## config.mk

```make
export PLATFORM = sky130hd
export DESIGN_NAME = uart_rx_param
export DESIGN_NICKNAME = d
export VERILOG_FILES = /design/src/rtl/uart_rx_param.sv
export SDC_FILE = /design/constraint.sdc
export NUM_CORES = 1
export LEC_CHECK = 0
export ABC_AREA = 1
export CAP_MARGIN = 20
export CELL_PAD_IN_SITES_DETAIL_PLACEMENT = 0
export CELL_PAD_IN_SITES_GLOBAL_PLACEMENT = 1
export CORE_MARGIN = 5
export CORE_UTILIZATION = 42
export CTS_CLUSTER_DIAMETER = 200
export DETAILED_ROUTE_END_ITERATION = 7
export PLACE_DENSITY_LB_ADDON = 0.1
export SYNTH_ARGS = -nofsm -noshare
export SYNTH_HDL_FRONTEND = slang
export SYNTH_SLANG_ARGS = --single-unit
```

## constraint.sdc

```tcl
create_clock -name clk -period 2.1 [get_ports clk]
set_input_delay 0.42 -clock clk [delete_from_list [all_inputs] [get_ports clk]]
set_output_delay 0.42 -clock clk [all_outputs]
set_load 0.03 [all_outputs]
```

## src/rtl/uart_rx_param.sv

```systemverilog
// Parameterised UART receiver: 2-flop synchronised line, mid-bit sampling,
// optional parity, 1-2 stop bits and a single-entry valid/ready output holding register.
//   state     | meaning
//   IDLE      | line idle, waiting for a falling edge
//   START     | half-bit wait, then recheck the start bit
//   DATA      | sampling data bits, LSB first
//   PAR       | sampling the parity bit
//   STOP      | sampling stop bits, frame completes on the last one
//   WAIT_HIGH | bad stop bit seen, waiting for the line to return high
module uart_rx_param #(
  parameter int CLK_FREQ  = 1000,
  parameter int BAUD_RATE = 10,
  parameter int DATA_BITS = 8,
  parameter int PARITY    = 0,
  parameter int STOP_BITS = 1
) (
  input  logic                 clk,
  input  logic                 rst_n,
  input  logic                 rx,
  input  logic                 data_ready,
  output logic [DATA_BITS-1:0] data_out,
  output logic                 data_valid,
  output logic                 parity_err,
  output logic                 frame_err,
  output logic                 overrun_err,
  output logic                 busy
);

  localparam int BIT_CNT = CLK_FREQ / BAUD_RATE;
  localparam int HALF    = BIT_CNT / 2;
  localparam int CW      = $clog2(BIT_CNT);
  localparam int IW      = $clog2(DATA_BITS + 1);

  localparam logic [CW-1:0] CNT_LAST      = CW'(BIT_CNT - 1);
  localparam logic [CW-1:0] CNT_MID       = CW'(HALF - 1);
  localparam logic [IW-1:0] IDX_DATA_LAST = IW'(DATA_BITS - 1);
  localparam logic [IW-1:0] IDX_STOP_LAST = IW'(STOP_BITS - 1);

  typedef enum logic [2:0] {
    S_IDLE,
    S_START,
    S_DATA,
    S_PAR,
    S_STOP,
    S_WAIT_HIGH
  } state_t;

  state_t               state_q, state_d;
  logic [CW-1:0]        cnt_q, cnt_d;
  logic [IW-1:0]        idx_q, idx_d;
  logic [DATA_BITS-1:0] shift_q, shift_d;
  logic                 perr_q, perr_d;
  logic                 ferr_q, ferr_d;
  logic                 done;
  logic                 mid_bit;
  logic                 rx_meta, rx_s;

  always_ff @(posedge clk or negedge rst_n) begin
    if (!rst_n) begin
      rx_meta <= 1'b1;
      rx_s    <= 1'b1;
    end else begin
      rx_meta <= rx;
      rx_s    <= rx_meta;
    end
  end

  always_ff @(posedge clk or negedge rst_n) begin
    if (!rst_n) begin
      state_q <= S_IDLE;
      cnt_q   <= '0;
      idx_q   <= '0;
      shift_q <= '0;
      perr_q  <= 1'b0;
      ferr_q  <= 1'b0;
    end else begin
      state_q <= state_d;
      cnt_q   <= cnt_d;
      idx_q   <= idx_d;
      shift_q <= shift_d;
      perr_q  <= perr_d;
      ferr_q  <= ferr_d;
    end
  end

  always_comb begin
    state_d = state_q;
    cnt_d   = cnt_q;
    idx_d   = idx_q;
    shift_d = shift_q;
    perr_d  = perr_q;
    ferr_d  = ferr_q;
    done    = 1'b0;
    mid_bit = (cnt_q == CNT_LAST);
    case (state_q)
      S_IDLE: begin
        if (!rx_s) begin
          state_d = S_START;
          cnt_d   = '0;
        end
      end
      S_START: begin
        if (cnt_q == CNT_MID) begin
          if (rx_s) begin
            state_d = S_IDLE;
          end else begin
            state_d = S_DATA;
            cnt_d   = '0;
            idx_d   = '0;
            perr_d  = 1'b0;
            ferr_d  = 1'b0;
          end
        end else begin
          cnt_d = cnt_q + 1'b1;
        end
      end
      S_DATA: begin
        if (mid_bit) begin
          cnt_d = '0;
          for (int i = 0; i < DATA_BITS; i++) begin
            if (idx_q == IW'(i)) shift_d[i] = rx_s;
          end
          if (idx_q == IDX_DATA_LAST) begin
            idx_d   = '0;
            state_d = (PARITY != 0) ? S_PAR : S_STOP;
          end else begin
            idx_d = idx_q + 1'b1;
          end
        end else begin
          cnt_d = cnt_q + 1'b1;
        end
      end
      S_PAR: begin
        if (mid_bit) begin
          cnt_d   = '0;
          perr_d  = ((^shift_q) ^ rx_s) != (PARITY == 1);
          state_d = S_STOP;
        end else begin
          cnt_d = cnt_q + 1'b1;
        end
      end
      S_STOP: begin
        if (mid_bit) begin
          cnt_d  = '0;
          ferr_d = ferr_q | ~rx_s;
          if (idx_q == IDX_STOP_LAST) begin
            idx_d   = '0;
            done    = 1'b1;
            // a low stop bit may be the start of a break; wait it out
            state_d = ferr_d ? S_WAIT_HIGH : S_IDLE;
          end else begin
            idx_d = idx_q + 1'b1;
          end
        end else begin
          cnt_d = cnt_q + 1'b1;
        end
      end
      S_WAIT_HIGH: begin
        if (rx_s) state_d = S_IDLE;
      end
      default: state_d = S_IDLE;
    endcase
  end

  always_ff @(posedge clk or negedge rst_n) begin
    if (!rst_n) begin
      data_out    <= '0;
      data_valid  <= 1'b0;
      parity_err  <= 1'b0;
      frame_err   <= 1'b0;
      overrun_err <= 1'b0;
    end else begin
      overrun_err <= 1'b0;
      if (done) begin
        if (!data_valid || data_ready) begin
          data_out   <= shift_q;
          parity_err <= perr_q;
          frame_err  <= ferr_d;
          data_valid <= 1'b1;
        end else begin
          overrun_err <= 1'b1;
        end
      end else if (data_valid && data_ready) begin
        data_valid <= 1'b0;
      end
    end
  end

  assign busy = (state_q != S_IDLE);

endmodule

```

Word level (Yosys, flattened, before mapping)
Cells that the tools add are included.
- output and inout port bits: 13
- memories: 0
- bits in writable memories: 0
- bits in latches: 0
- bits in read-only memories: 0
- register bits after elaboration: 38
- equal/unequal tests: 24
- add/sub/neg operators: 2
- magnitude comparators: 0
- shift-type cells: 0
- $mul: 0
- muxes and demuxes: 38
- reduce and logical (&&, ||, !) cells: 25
- divide/modulo/power cells: 0
- bitwise logic cells: 3
- operators by type and width (cell ; count):
    2-to-1 mux 3 bit ; 9
    2-to-1 mux 4 bit ; 6
    AND reduction 3 bit ; 8
    2-to-1 mux 7 bit ; 3
    case mux 7 bit (3 select lines) ; 1
    inequality test 2 bit, second input constant ; 9
    case mux 3 bit (6 select lines) ; 1
    equality test 4 x 3 -> 1 bit, second input constant ; 4
    2-to-1 mux 1 bit ; 14
    case mux 4 bit (3 select lines) ; 1
    nonzero test 3 bit ; 3
    equality test 4 x 2 -> 1 bit, second input constant ; 2
    AND reduction 8 bit ; 1
    XOR reduction 8 bit ; 1
    adder 7 x 1 -> 7 bit, second input constant ; 1
    equality test 7 x 6 -> 1 bit, second input constant ; 1
    equality test 7 bit, second input constant ; 1
    equality test 3 x 2 -> 1 bit, second input constant ; 2
    equality test 3 bit, second input constant ; 2
    AND reduction 5 bit ; 1
    adder 4 x 1 -> 4 bit, second input constant ; 1
    equality test 4 x 1 -> 1 bit, second input constant ; 1
    logical NOT 4 bit ; 1
    case mux 1 bit (2 select lines) ; 2
    14 further kinds ; 16

Logic depth before layout (Yosys ltp)
- word-level depth: 6
- gate-level depth with buffers: 11
- gate-level depth less buffers: 11

Worst setup path after synthesis
No wires, ideal clock.
- path kind: reg-to-reg
- from: reg cnt_q[0]
- to: reg frame_err
- arrival time: 1.329 ns
- library setup time: 0.127 ns
- required time: 1.973 ns
- setup slack: 0.645 ns
- clock period less this slack: 1.455 ns
- cell stages (with the launch flop): 10
- cell sequence: dfrtp_1 > ha_1 > nand2_1 > nor2_1 > nand2_1 > nor2_1 > nand3_1 > buf_2 > nand2_1 > o21ai_0
- word-level cells in the longest chain between the ends: 4
- elaborated cells on any way between the ends: 8
- RTL lines (what ; RTL line ; source):
    from (decl) ; 49 ; logic [CW-1:0] cnt_q, cnt_d;
    from (signal assigned) ; 78 ; cnt_q <= cnt_d;
    equality test 7 bit ; 94 ; mid_bit = (cnt_q == CNT_LAST);
    2-to-1 mux 1 bit ; 143 ; if (mid_bit) begin
    2-to-1 mux 1 bit ; 95 ; case (state_q)
    AND reduction 2 bit (no line) ; -- ;
    to (signal assigned) ; 178 ; frame_err <= ferr_d;
    to (decl) ; 24 ; output logic frame_err,
Several ways; a longest one is shown, not always the timed one.
A chain may end at the register's enable or synchronous reset.

Worst setup path after layout
- from: reg cnt_q[1]
- to: reg shift_q[5]
- word-level cells in the longest chain between the ends: 2
- RTL lines (what ; RTL line ; source):
    equality test 7 bit ; 94 ;
    AND reduction 3 bit (no line) ; -- ;
    to (signal assigned) ; 80 ; shift_q <= shift_d;
    to (decl) ; 51 ; logic [DATA_BITS-1:0] shift_q, shift_d;
Every way passes these cells.

==> impl_metrics.csv <==
group,metric,value,unit
sta,fin_setup_tns,0,ns
cells_and_area,diodes,0,
clocking,clock-root-buffer,"clkbuf_8",
clocking,insertion_delay,0.29,ns
cells_and_area,regArea,953,sq um
worst_setup_path,cp_max_fo,11,
worst_setup_path,path_class,"reg -> reg",
placed_design,gp_congestion,0.786,
synthesis,synth.most_common_cell,"nand2_1",
power,p_per_area,491,mW/mm^2
flow_run,cap_violations,0,
cells_and_area,syn_to_final_growth,15.3,%
floorplanning,die_h,82.4,um
floorplanning,core,0.00511,sq mm
cells_and_area,nets,337,
floorplanning,die_width,82.4,um
placed_design,dp_hpwl,3430,um
global_route,track_usage,15.9,%
detailed_routing,wl_per_cell,11.4,um
power,internal_power,0.974,mW
worst_setup_path,crit_path_start_kind,"flop",
min_path,hp-class,"in -> async",
detailed_routing,via_per_inst,4.72,
synthesis,ys.flop_type,"dfrtp_1",
power,clock_power_share,38.5,%
clocking,htree_levels,2,
placed_design,io_buffers,16,
worst_setup_path,crit_path_end_kind,"flop",
detailed_routing,wl_met2,2020,um
detailed_routing,vias,1880,
sta,grt_setup_unrepaired,"no",
global_route,gr-total-overflow,0,
worst_setup_path,cpMostUsedCell,"nand2_1",
power,power_leakage,1.28,nW
worst_setup_path,critical_path_arrival,1.94,ns
synthesis,syn_inst,306,
global_route,grt_start_max_net_pins,39,
synthesis,synth-edff-count,0,
worst_setup_path,regToRegSetupSlack,0.36,ns
global_route,antenna_found_initial,0,
synthesis,yosys_warnings,0,
global_route,grt_pass1_vias,1790,
cells_and_area,fillers,524,
worst_setup_path,cp_cell_sequence,"ha_1 -> nand2_1 -> nor2_1 -> nand2_1 -> inv_1 -> nand4_1 -> o21ai_0",
cells_and_area,final_util,49.7,%
synthesis,synth-seq-area-share,43.3,%
sta,fmax,574,MHz
synthesis,yosys.area.top_type_share,40.9,%
sta,hold_violations,0,
detailed_routing,wl_met1,2330,um
synthesis,ys_types,26,
synthesis,synth_top_area_cell,"dfrtp_1",
sta,worstMarginPinSlew,0.391,ns
sta,skew,0.00983,ns
clocking,cts_buffers,5,
floorplanning,fp.dieArea,0.00679,sq mm
clocking,cts_setup_buffers,0,
synthesis,synth-async-reset-ratio,100,%
synthesis,ys_top_cells_by_area,"dfrtp_1 (41%), nand2_1 (19%), inv_1 (6.1%)",
power,p_sw,0.273,mW
synthesis,avgSynthCellArea,7.20,sq um
global_route,grt_pass1_wl,8340,um
sta,relSlewSlack,73.8,%
detailed_routing,top_layer,"met4",
detailed_routing,routed_wl,4550,um
cells_and_area,post_route_cells_drive_above_1_share,10.4,%
power,seqPwrFrac,59.2,%
clocking,clockBufferDepth,2,
synthesis,synthTopCellsByCount,"nand2_1 (111), dfrtp_1 (36), inv_1 (36)",
run_status,status,"completed",
floorplanning,num_io_pins,17,
clocking,tritoncts,"built",
detailed_routing,drc_errors,0,
power,pwr-share-comb,2.3,%
detailed_routing,wl_met3,148,um
synthesis,syn_nets,316,
sta,drv_slew,0,
floorplanning,initial_core_util,43.1,%
worst_setup_path,timing.rr.start,"cnt_q[1]$_DFFE_PN0P_",
power,max-vdd-ir-drop,330,uV
synthesis,ys_ff_latch,38,
worst_setup_path,cpPeakStageDelay,0.43,ns
synthesis,netlist_area,0.00220,sq mm
clocking,cts.sinks,38,
sta,setup_viol,0,
detailed_routing,first_iter_violations,76,
cells_and_area,multi_input_comb_area,0.00108,sq mm
sta,min_period_over_period,83.0,%
worst_setup_path,cp_slowest_cell,"dfrtp_1",
floorplanning,rows,26,
clocking,clk_pin_slew_worst_paths,0.07,ns
worst_setup_path,crit_required,2.29,ns
detailed_routing,ant_nets,0,
worst_setup_path,r2r_end,"shift_q[5]$_DFFE_PN0P_",
worst_setup_path,reg2reg_depth,7,
sta,post-route-min-period,1.74,ns
detailed_routing,drtPass1Iterations,4,
power,p_sw_share,21.9,%
## power by group through the flow
stage	registers, mW	clock network, mW	logic, mW
after floorplan	0.751	0	0.00545
after global placement	0.752	0	0.0307
after detailed placement	0.752	0	0.0306
after CTS	0.738	0.505	0.0305
after global routing	0.738	0.541	0.0336
final	0.738	0.480	0.0286
## worst max-delay path by stage
stage | from | to | cells after the start
5_1_grt | cnt_q[1]$_DFFE_PN0P_ | shift_q[5]$_DFFE_PN0P_ | 7
4_1_cts | state_q[2]$_DFFE_PN0P_ | busy | 3
3_5_place_dp | state_q[1]$_DFFE_PN0P_ | busy | 3
3_3_place_gp | state_q[1]$_DFFE_PN0P_ | busy | 3
6_report | cnt_q[1]$_DFFE_PN0P_ | shift_q[5]$_DFFE_PN0P_ | 7
2_1_floorplan | cnt_q[0]$_DFFE_PN0P_ | frame_err$_DFFE_PN0P_ | 9
## flip-flops by register name (all words and copies together), names as in the netlist, 3 cells and up
name / count
cnt_q: 7
data_out: 8
idx_q: 4
shift_q: 8
state_q: 3
## worst max-delay path, delay by kind of cell, from the launching register on
family / cells / cell delay, ns
AOI/OAI and AO/OA: 1 / 0.21
adders and majority gates: 1 / 0.21
buffers and inverters: 1 / 0.31
and+or+nand+nor: 4 / 0.49
DFF: 1 / 0.43
## repair_timing
item / 4_1_cts / 5_1_grt
endpoints found under the setup margin: 0 / 1
hold buffers: 0 / 0
gates resized for setup: 0 / 1
hold endpoints to repair: 0 / 0
## stage by stage
stage	total power, mW	setup WS [ns]	hold slack, ns	instance area (sq um)	std cells
2_1_floorplan	0.756	0.645	0.124	2200	306
3_3_place_gp	0.783	0.348	0.351	2450	390
3_5_place_dp	0.783	0.336	0.351	2450	390
4_1_cts	1.27	0.00890	0.0872	2540	398
5_1_grt	1.31	0.141	0.0991	2540	398
6_report	1.25	0.357	0.0903	2540	398
## cell type report
class / instances / area share [%]
Inverter: 41 / 6.06
Multi-Input combinational cell: 223 / 42.4
Clock buffer: 6 / 2.86
Clock inverter: 2 / 0.394
Sequential cell: 38 / 37.6
Tap cell: 70 / 3.45
Timing Repair Buffer: 18 / 7.29
## cell usage in the layout (no fill, tap or decap), types with 2 or more instances in the layout
master and count:
inv_2 5, nor2_4 3, ha_1 6, nor2_1 19, nor3_1 2, o21ai_1 17, nor2_2 4, dfstp_2 2
nand3_1 19, clkinv_2 2, nand3b_1 2, clkbuf_8 5, a21oi_1 6, inv_1 36, nand2_4 2, o21ai_0 12
nand2_2 6, nand4_1 7, dfrtp_1 36, xor2_1 2, clkdlybuf4s50_1 14, nand2_1 111
## routing by layer
metal	vias to the layer above	global-route usage, %
li1	1007	-
met2	22	26.2
met4	0	4.49
met5	-	0
met1	846	21.1
met3	5	3.25
## kinds of logic (layout without fill, tap and decap cells)
group	count (synthesis)	count (layout)	synth area share, %
xor gates and xnor gates	2	2	0.796
DFF	38	38	43.3
AOI/OAI and AO/OA	38	38	8.92
adders and majority gates	6	6	3.41
buffers and inverters	45	67	7.84
and+or+nand+nor	177	177	35.7
(Power assumes the default switching activity.)
